===== config.mk =====
export PLATFORM = sky130hd
export DESIGN_NAME = pe_mac_seq_flat
export DESIGN_NICKNAME = d
export VERILOG_FILES = /design/src/rtl/pe_pkg.sv /design/src/rtl/pe_mac_seq_if.sv /design/src/rtl/pe_seq_delay.sv /design/src/rtl/pe_mac_seq.sv /design/src/flat_wrapper.sv
export SDC_FILE = /design/constraint.sdc
export NUM_CORES = 1
export LEC_CHECK = 0
export BUFFER_PORTS_ARGS = -buffer_cell sky130_fd_sc_hd__buf_2
export CAP_MARGIN = 10
export CORE_AREA = 2 2 90 57
export CTS_CLUSTER_SIZE = 8
export DETAILED_ROUTE_END_ITERATION = 7
export DIE_AREA = 0 0 92 59
export PLACE_DENSITY = 0.72
export SETUP_SLACK_MARGIN = 0.5
export SYNTH_ARGS = -nofsm -noshare
export SYNTH_HDL_FRONTEND = slang
export SYNTH_SLANG_ARGS = --single-unit

===== constraint.sdc =====
create_clock -name clk -period 1.5 [get_ports clk]
set_input_delay 0.225 -clock clk [delete_from_list [all_inputs] [get_ports clk]]
set_output_delay 0.225 -clock clk [all_outputs]
set_load 0.05 [all_outputs]

===== src/rtl/pe_pkg.sv =====
// Shared constants, sequencer state type and the slot-count clamp for pe_mac_seq.
package pe_pkg;

    localparam int unsigned DATA_W    = 16;  // Q7.9 operand/result width
    localparam int unsigned NUM_SLOTS = 8;   // accumulator slots in the PE
    localparam int unsigned SLOT_W    = 4;   // PE add/round slot select width
    localparam int unsigned DRAIN_CYC = 3;   // cycles for the last round to reach out_data

    typedef enum logic [1:0] {
        IDLE  = 2'd0,
        RUN   = 2'd1,
        DRAIN = 2'd2,
        DONE  = 2'd3
    } seq_state_t;

    // Zero vectors still means one; never more vectors than the PE has slots.
    function automatic logic [SLOT_W-1:0] clamp_slots(input logic [SLOT_W-1:0] cfg);
        if (cfg == '0) begin
            return SLOT_W'(1);
        end else if (cfg > SLOT_W'(NUM_SLOTS)) begin
            return SLOT_W'(NUM_SLOTS);
        end else begin
            return cfg;
        end
    endfunction

endpackage


===== src/rtl/pe_mac_seq_if.sv =====
// Operand-pair stream into the sequencer.
//  s_valid/s_ready : handshake, a pair moves when both are high
//  s_a, s_b        : Q7.9 operand pair
//  s_last          : pair closes the current vector
interface pe_mac_seq_if;
    import pe_pkg::*;

    logic              s_valid;
    logic              s_ready;
    logic [DATA_W-1:0] s_a;
    logic [DATA_W-1:0] s_b;
    logic              s_last;

    modport master (output s_valid, s_a, s_b, s_last, input s_ready);
    modport slave  (input s_valid, s_a, s_b, s_last, output s_ready);
endinterface


===== src/rtl/pe_seq_delay.sv =====
// Three-stage {valid,slot} shift that lines the PE controls up with its pipeline.
//  in_fire/in_last/in_slot : accepted pair, its last flag, its slot
//  add_slot                : stage 1, slot the PE adder writes (holds between fires)
//  round_en/round_slot     : stage 2, round request for a finished slot (slot holds)
//  out_en/out_slot         : stage 3, PE data_out carries that slot's result
module pe_seq_delay #(
    parameter int unsigned SLOT_W = 4
) (
    input  logic              clk,
    input  logic              rst,
    input  logic              in_fire,
    input  logic              in_last,
    input  logic [SLOT_W-1:0] in_slot,
    output logic [SLOT_W-1:0] add_slot,
    output logic              round_en,
    output logic [SLOT_W-1:0] round_slot,
    output logic              out_en,
    output logic [SLOT_W-1:0] out_slot
);

    logic last_q;

    // Slot fields load only when their stage carries a valid entry, so they hold otherwise.
    always_ff @(posedge clk or posedge rst) begin
        if (rst) begin
            last_q     <= 1'b0;
            add_slot   <= '0;
            round_en   <= 1'b0;
            round_slot <= '0;
            out_en     <= 1'b0;
            out_slot   <= '0;
        end else begin
            last_q   <= in_fire & in_last;
            round_en <= last_q;
            out_en   <= round_en;
            if (in_fire) begin
                add_slot <= in_slot;
            end
            if (last_q) begin
                round_slot <= add_slot;
            end
            if (round_en) begin
                out_slot <= round_slot;
            end
        end
    end

endmodule


===== src/rtl/pe_mac_seq.sv =====
// Sequencer in front of one pe_unit: steers each operand vector into its own PE slot,
// rounds the slot once its last product has landed and flags the PE output as a result.
//  clk, rst                 : clock, async active-high reset (shared with the PE)
//  start, cfg_slots         : arm a pass of cfg_slots vectors (IDLE only)
//  s                        : operand-pair stream (slave side)
//  pe_data_1/2              : operands to the PE, zero when no pair moves
//  pe_add_number            : slot the PE adder accumulates into
//  pe_round_number/_en      : round request to the PE
//  pe_data_out              : PE result, passed through as out_data
//  out_valid/out_slot/out_data : finished slot result
//  done                     : pass complete, sticky until rst
module pe_mac_seq
    import pe_pkg::*;
(
    input  logic              clk,
    input  logic              rst,
    input  logic              start,
    input  logic [SLOT_W-1:0] cfg_slots,
    pe_mac_seq_if.slave       s,
    output logic [DATA_W-1:0] pe_data_1,
    output logic [DATA_W-1:0] pe_data_2,
    output logic [SLOT_W-1:0] pe_add_number,
    output logic [SLOT_W-1:0] pe_round_number,
    output logic              pe_rounder_en,
    input  logic [DATA_W-1:0] pe_data_out,
    output logic              out_valid,
    output logic [SLOT_W-1:0] out_slot,
    output logic [DATA_W-1:0] out_data,
    output logic              done
);

    seq_state_t        state_q, state_d;
    logic [SLOT_W-1:0] slot_ptr_q, slot_ptr_d;
    logic [SLOT_W-1:0] n_q, n_d;
    logic [1:0]        drain_q, drain_d;
    logic              ready_q, ready_d;
    logic              done_q, done_d;
    logic              fire;

    assign fire      = s.s_valid & ready_q;
    assign s.s_ready = ready_q;
    assign done      = done_q;

    // Idle operand lanes carry zero so the PE accumulates nothing on non-fire cycles.
    assign pe_data_1 = fire ? s.s_a : '0;
    assign pe_data_2 = fire ? s.s_b : '0;
    assign out_data  = pe_data_out;

    // State register.
    always_ff @(posedge clk or posedge rst) begin
        if (rst) begin
            state_q    <= IDLE;
            slot_ptr_q <= '0;
            n_q        <= '0;
            drain_q    <= '0;
            ready_q    <= 1'b0;
            done_q     <= 1'b0;
        end else begin
            state_q    <= state_d;
            slot_ptr_q <= slot_ptr_d;
            n_q        <= n_d;
            drain_q    <= drain_d;
            ready_q    <= ready_d;
            done_q     <= done_d;
        end
    end

    // Next-state logic; ready/done are registered copies of the next state.
    always_comb begin
        state_d    = state_q;
        slot_ptr_d = slot_ptr_q;
        n_d        = n_q;
        drain_d    = drain_q;
        case (state_q)
            IDLE: begin
                if (start) begin
                    state_d    = RUN;
                    n_d        = clamp_slots(cfg_slots);
                    slot_ptr_d = '0;
                end
            end
            RUN: begin
                if (fire && s.s_last) begin
                    slot_ptr_d = slot_ptr_q + SLOT_W'(1);
                    if (slot_ptr_q == n_q - SLOT_W'(1)) begin
                        state_d = DRAIN;
                        drain_d = '0;
                    end
                end
            end
            DRAIN: begin
                if (drain_q == 2'(DRAIN_CYC - 1)) begin
                    state_d = DONE;
                end else begin
                    drain_d = drain_q + 2'd1;
                end
            end
            DONE: begin
                state_d = DONE;
            end
            default: begin
                state_d = IDLE;
            end
        endcase
        ready_d = (state_d == RUN);
        done_d  = (state_d == DONE);
    end

    pe_seq_delay #(
        .SLOT_W (SLOT_W)
    ) u_delay (
        .clk        (clk),
        .rst        (rst),
        .in_fire    (fire),
        .in_last    (s.s_last),
        .in_slot    (slot_ptr_q),
        .add_slot   (pe_add_number),
        .round_en   (pe_rounder_en),
        .round_slot (pe_round_number),
        .out_en     (out_valid),
        .out_slot   (out_slot)
    );

endmodule

===== src/flat_wrapper.sv =====
// flat-port wrapper written by rule: the top's interface ports become plain ports
module pe_mac_seq_flat import pe_pkg::*;
  (clk, rst, start, cfg_slots, pe_data_1, pe_data_2, pe_add_number, pe_round_number, pe_rounder_en, pe_data_out, out_valid, out_slot, out_data, done, s_s_valid, s_s_a, s_s_b, s_s_last, s_s_ready);
  pe_mac_seq_if s_i ();
  input  logic clk;
  input  logic rst;
  input  logic start;
  input  logic [SLOT_W-1:0] cfg_slots;
  output logic [DATA_W-1:0] pe_data_1;
  output logic [DATA_W-1:0] pe_data_2;
  output logic [SLOT_W-1:0] pe_add_number;
  output logic [SLOT_W-1:0] pe_round_number;
  output logic pe_rounder_en;
  input  logic [DATA_W-1:0] pe_data_out;
  output logic out_valid;
  output logic [SLOT_W-1:0] out_slot;
  output logic [DATA_W-1:0] out_data;
  output logic done;
  input wire logic [$bits(s_i.s_valid)-1:0] s_s_valid;
  input wire logic [$bits(s_i.s_a)-1:0] s_s_a;
  input wire logic [$bits(s_i.s_b)-1:0] s_s_b;
  input wire logic [$bits(s_i.s_last)-1:0] s_s_last;
  output wire logic [$bits(s_i.s_ready)-1:0] s_s_ready;
  assign s_i.s_valid = s_s_valid;
  assign s_i.s_a = s_s_a;
  assign s_i.s_b = s_s_b;
  assign s_i.s_last = s_s_last;
  assign s_s_ready = s_i.s_ready;
  pe_mac_seq u_core (.clk(clk), .rst(rst), .start(start), .cfg_slots(cfg_slots), .s(s_i), .pe_data_1(pe_data_1), .pe_data_2(pe_data_2), .pe_add_number(pe_add_number), .pe_round_number(pe_round_number), .pe_rounder_en(pe_rounder_en), .pe_data_out(pe_data_out), .out_valid(out_valid), .out_slot(out_slot), .out_data(out_data), .done(done));
endmodule

## Word-level counts from Yosys, hierarchy flattened

Index checks and enable logic that the tools add are counted.

| word-level totals | value |
|---|---|
| word-level logic and storage cells | 53 |
| bits of input ports | 57 |
| memories | 0 |
| flip-flop bits (word level) | 29 |
| output and inout port bits | 64 |
| bits in read-only memories | 0 |
| bits in latches | 0 |
| bits in writable memories | 0 |

| cells by class | value |
|---|---|
| add/subtract/negate cells | 3 |
| muxes and demuxes | 16 |
| divide/modulo/power cells | 0 |
| reduce and logical (&&, ||, !) cells | 8 |
| eq/ne operators | 11 |
| magnitude comparators | 1 |
| bitwise operators | 2 |
| $mul | 0 |
| shift-type cells | 0 |

Operators by type and width:

| kind | count |
|---|---|
| 16-bit two-way mux | 2 |
| 4-bit two-way mux | 4 |
| 2-bit two-way mux | 7 |
| 2-bit == test, second input constant | 4 |
| 2-bit one-hot mux with 4 select lines | 1 |
| 4-bit one-hot mux with 2 select lines | 1 |
| 4-bit by 1-bit adder with 4-bit output, second input constant | 1 |
| 2-bit by 1-bit == test with 1-bit output, second input constant | 2 |
| 4-bit == test | 1 |
| 4-bit > comparator, second input constant | 1 |
| 4-bit zero test | 1 |
| 2-bit by 1-bit inequality test with 1-bit output, second input constant | 2 |
| 2-bit inequality test, second input constant | 2 |
| 2-bit one-hot mux with 2 select lines | 1 |
| 4-bit AND reduction | 1 |
| 2-bit nonzero test | 2 |
| 4-bit by 1-bit subtractor with 4-bit output, second input constant | 1 |
| 3-bit AND reduction | 1 |
| 2-bit by 1-bit adder with 2-bit output, second input constant | 1 |
| 1-bit AND | 2 |
| 2-bit zero test | 1 |
| 2-bit AND reduction | 1 |
| 1-bit logical AND | 1 |

## Depth between registers and ports, before layout

| logic depth | value |
|---|---|
| depth after elaboration | 6 |
| depth in mapped cells | 6 |

## By module

From an unflattened synthesis, not the netlist that was laid out.

| second synthesis, totals | value |
|---|---|
| cell total of the unflattened synthesis | 159 |
| area total of the unflattened synthesis | 1,604.0 um^2 |

By module, submodules not included:

| module | instances | area an instance (um^2) | cells an instance |
|---|---|---|---|
| pe_mac_seq | 1 | 1,082.3 | 130 |
| pe_seq_delay | 1 | 521.8 | 29 |

## Worst setup path before layout

Ideal clock, no wire load.

| timing path | value |
|---|---|
| path kind | reg-to-output |
| start point | register u_core.ready_q, in the netlist u_core.s.s_ready |
| end point | output port pe_data_2[2] |
| buffers on the path | 1 |
| stages on the path, launching flop included | 3 |
| required time | 1.275 ns |
| path slack | -0.154 ns |
| arrival time | 1.429 ns |
| cell sequence | dfrtp_1 clkbuf_1 and3_1 |

| on the way | value |
|---|---|
| word-level cells in the longest chain between the ends | 2 |

Ends and longest elaborated chain:

| item | line | RTL |
|---|---|---|
| start: declaration | pe_mac_seq.sv:36 | `logic ready_q, ready_d;` |
| start signal: assignment | pe_mac_seq.sv:63 | `ready_q <= ready_d;` |
| 1-bit AND | pe_mac_seq.sv:40 | `assign fire = s.s_valid & ready_q;` |
| 16-bit two-way mux | pe_mac_seq.sv:46 | `assign pe_data_2 = fire ? s.s_b : '0;` |
| end: declaration | flat_wrapper.sv:10 | `output logic [DATA_W-1:0] pe_data_2;` |

No other way between the ends.

## Worst setup path in the final report

| timing path | value |
|---|---|
| start point | register u_core.ready_q, in the netlist u_core.s.s_ready |
| end point | output port pe_data_2[10] |

The elaborated chain is that of the path after synthesis.

==> summary.txt <==
Synthesis
  – Yosys top cell area share: 0.450
  – Post-Synth Adder-Cell Area: 0.0233
  – Synth Area in Compound Gates: 0.0667
  – Mapped Area: 1610 um2
  – Post-synth EDFFs: 0
  – Synth warn: 0
  – Syn_nets: 212
  – Synth Instances: ~150
  – Synth Area in XOR/XNOR: 0.0488
  – Synth Area in Simple Gates: 0.205
  – Count leader, synth: and3_1
  – Post-synthesis mux area share: 0.0977
  – Number of synthesized register bits: 29
  – Largest family of logic cells by synthesized area: simple AND/OR/NAND/NOR gates
  – Unique masters post-synth: 26
  – Synth top cells by count: and3_1, dfrtp_1, buf_4
  – Area contributors post-synth: dfrtp_1, and3_1, mux2_2
  – Cell type with the highest aggregate area in the netlist: dfrtp_1
  – Share of flip-flops with an asynchronous set or reset: 1.00
  – Mean area per synthesized cell: 10.6 um2
  – Dominant register cell in the synthesized netlist: dfrtp_1
  – Sequential area share after synthesis: 0.450

Route
  – DRC: 0
  – DR top layer: met4
  – First-pass DRT Iterations: 4
  – Final ANT Viol Nets: 0
  – Total Wirelength: 5.12 mm
  – Routed met3 length: ~420 um
  – DRT iter0 DRCs: 63
  – DRT met1 WL: between 2 and 2.5 mm
  – Vias/cell: 4.88
  – Met2 wire length: 2.55 mm
  – WL/cell: between 15 and 20 um
  – Via count: 1557

Cells and area
  – Multi-input gate area: roughly 1000 um2
  – Layout Nets: roughly 320
  – FF/Latch Area: 731 um2
  – Share of layout cells above drive strength 1: 0.789
  – Finished Layout Cells: 319
  – FILL cells: 307
  – Area grow syn2layout: 94.3%
  – Number of diodes: 0

Timing
  – Tcrit/Tclk final: 0.983
  – Post-route minimum period: 1.47 ns
  – Fmax: a little under 700 MHz
  – WHS: -0.00997 ns
  – Slew @ Worst Pin: 0.362 ns
  – Fin. Hold Viols: 10
  – Final worst slack: 0.0259 ns
  – Skew final: 0.0120 ns
  – Count of final setup violators: 0
  – RSZ-0062 raised after global routing: true
  – Slew margin rel.: 0.759
  – Pins Over Slew Limit: 0

Clock tree
  – TritonCTS buffer count: 5
  – Root cell of the clock tree: clkbuf_8
  – Clk sinks: 29
  – CTS max path bufs: 2
  – CTS tree: done
  – # hold bufs at CTS: 0
  – Clk_lat worst skew: a little under 0.3 ns
  – H-tree depth: 2
  – Clock transition at the registers of the reported paths: roughly 0.080 ns

Placement
  – I/O Buffers: 88
  – DP HPWL: 3.00 mm
  – Post-placement cell count: 288
  – GPL Wtd Cong: ~0.74
  – Worst slack at placement: 0.0407 ns

Worst setup path
  – Worst setup path startpoint: u_core.s.s_ready
  – CP Capture Type: output port
  – Crit start category: flop
  – CP required: 1.27 ns
  – RR Startpoint: u_core.n_q[0]
  – Reg2Reg Setup Slack: 0.05 ns
  – Reg2Reg Depth: 5
  – Arrival time worst endpoint: 1.25 ns
  – Setup crit end: pe_data_2[10]
  – Reg2reg end: u_core.state_q[0]
  – Critical path type: flop to output port
  – Worst-path maximum fanout: 17

Die
  – Row count: 19
  – Die H: between 50 and 60 um
  – Initial Utilization: 0.357
  – I/O pins: around 120
  – Core area: 4520 um2
  – Die width: 92 um
  – Die area: between 5000 and 6000 um2

Outcome
  – Status: complete, but fails checks
  – Failing checks: hold timing

Global routing
  – First-pass GRT wire length: 6.91 mm
  – Pin count of the biggest net entering global routing: 35
  – GRT Resource Usage Total: 0.164
  – Number of global-route vias before repair: 1423
  – Initial antenna violation count: 0
  – Gr ovfl total: 0

Hold path
  – Min-delay worst type: input pin to asynchronous set/reset pin

Power and ir drop
  – Power, Total: 6910 uW
  – Leak: ~0.0015 uW
  – Pwr dens: 2200 nW/um2
  – Max IR drop VDD: 0.00126 V

Job
  – Maxcap violations: 0
-- worst max-delay path, cell delays in order (launching register included) --
cell and delay, ns:
dfrtp_2 0.44, clkbuf_16 0.19, and3_4 0.19, buf_8 0.14
-- registers in the layout (all words and copies together) (netlist names) --
register	count
u_core.n_q	4
u_core.u_delay.round_slot	4
u_core.u_delay.round_en	1
u_core.u_delay.last_q	1
u_core.u_delay.out_en	1
u_core.u_delay.add_slot	4
u_core.done	1
u_core.u_delay.out_slot	4
u_core.s.s_ready	1
u_core.drain_q	2
u_core.state_q	2
u_core.slot_ptr_q	4
-- cells in the final DEF, fill, tap and decap left out, drive strengths merged --
cell type / instances
and3: 33
o21bai: 1
a31oi: 2
a31o: 1
nand3b: 2
nand2: 4
clkinv: 2
clkbuf: 6
mux2: 14
ha: 3
nor3b: 2
xor2: 4
o41ai: 1
o21ai: 3
nor2: 8
a221oi: 1
buf: 118
xnor2: 5
o22ai: 1
dfrtp: 29
nand3: 3
clkinvlp: 1
and4b: 1
a22o: 3
o21a: 1
inv: 6
nor3: 1
-- cell type report --
type / count / area share
Clock buffer: 5 / 0.0219
Clock inverter: 3 / 0.00558
Inverter: 6 / 0.00718
Multi-Input combinational cell: 94 / 0.333
Sequential cell: 29 / 0.233
Tap cell: 63 / 0.0251
Timing Repair Buffer: 119 / 0.375
-- worst min-delay path by stage --
stage | from | end | slack [ns] | depth (start not counted)
6_report | rst | u_core.u_delay.add_slot[2] | -0.01 | 3
5_1_grt | rst | u_core.u_delay.add_slot[2] | 0.03 | 3
4_1_cts | rst | u_core.slot_ptr_q[3] | 0.007 | 3
3_5_place_dp | rst | u_core.n_q[2] | 0.31 | 3
3_3_place_gp | rst | u_core.u_delay.round_slot[3] | 0.31 | 3
2_1_floorplan | rst | u_core.done | 0.30 | 1
-- repair_timing --
action | CTS | global route
gates resized for setup | 78 | 87
cloned | 1 | 1
hold endpoints to repair | 0 | 0
pin swaps | 10 | 20
buffers inserted | 15 | 6
setup endpoints to repair | 65 | 70
-- kinds of logic after synthesis --
group | count (synthesis)
AND/OR/NAND/NOR | 54
buffers and inverters | 29
flip-flops | 29
AO/OA/AOI/OAI | 14
multiplexers | 14
XOR/XNOR | 9
adder cells (fa/ha/maj) | 3
-- power breakdown --
group / internal, uW / switching [uW] / total, uW
logic: 2290 / 2470 / 4770
registers: 1130 / 368 / 1500
clock network: 320 / 320 / 639
total: 3750 / 3160 / 6910
-- layer usage --
layer	global-route usage	up-vias
li1	-	725
met2	0.283	75
met5	0	-
met3	0.0509	5
met1	0.202	752
met4	0.0533	0
-- metrics by stage --
stage	cell area, um2	TNS (ns)	util
6_report	3140	0	0.694
5_1_grt	3140	-0.0486	0.694
4_1_cts	2750	0	0.608
3_5_place_dp	2300	0	0.510
3_3_place_gp	2300	0	0.510
2_1_floorplan	1880	0	-
(Power assumes the default switching activity.)
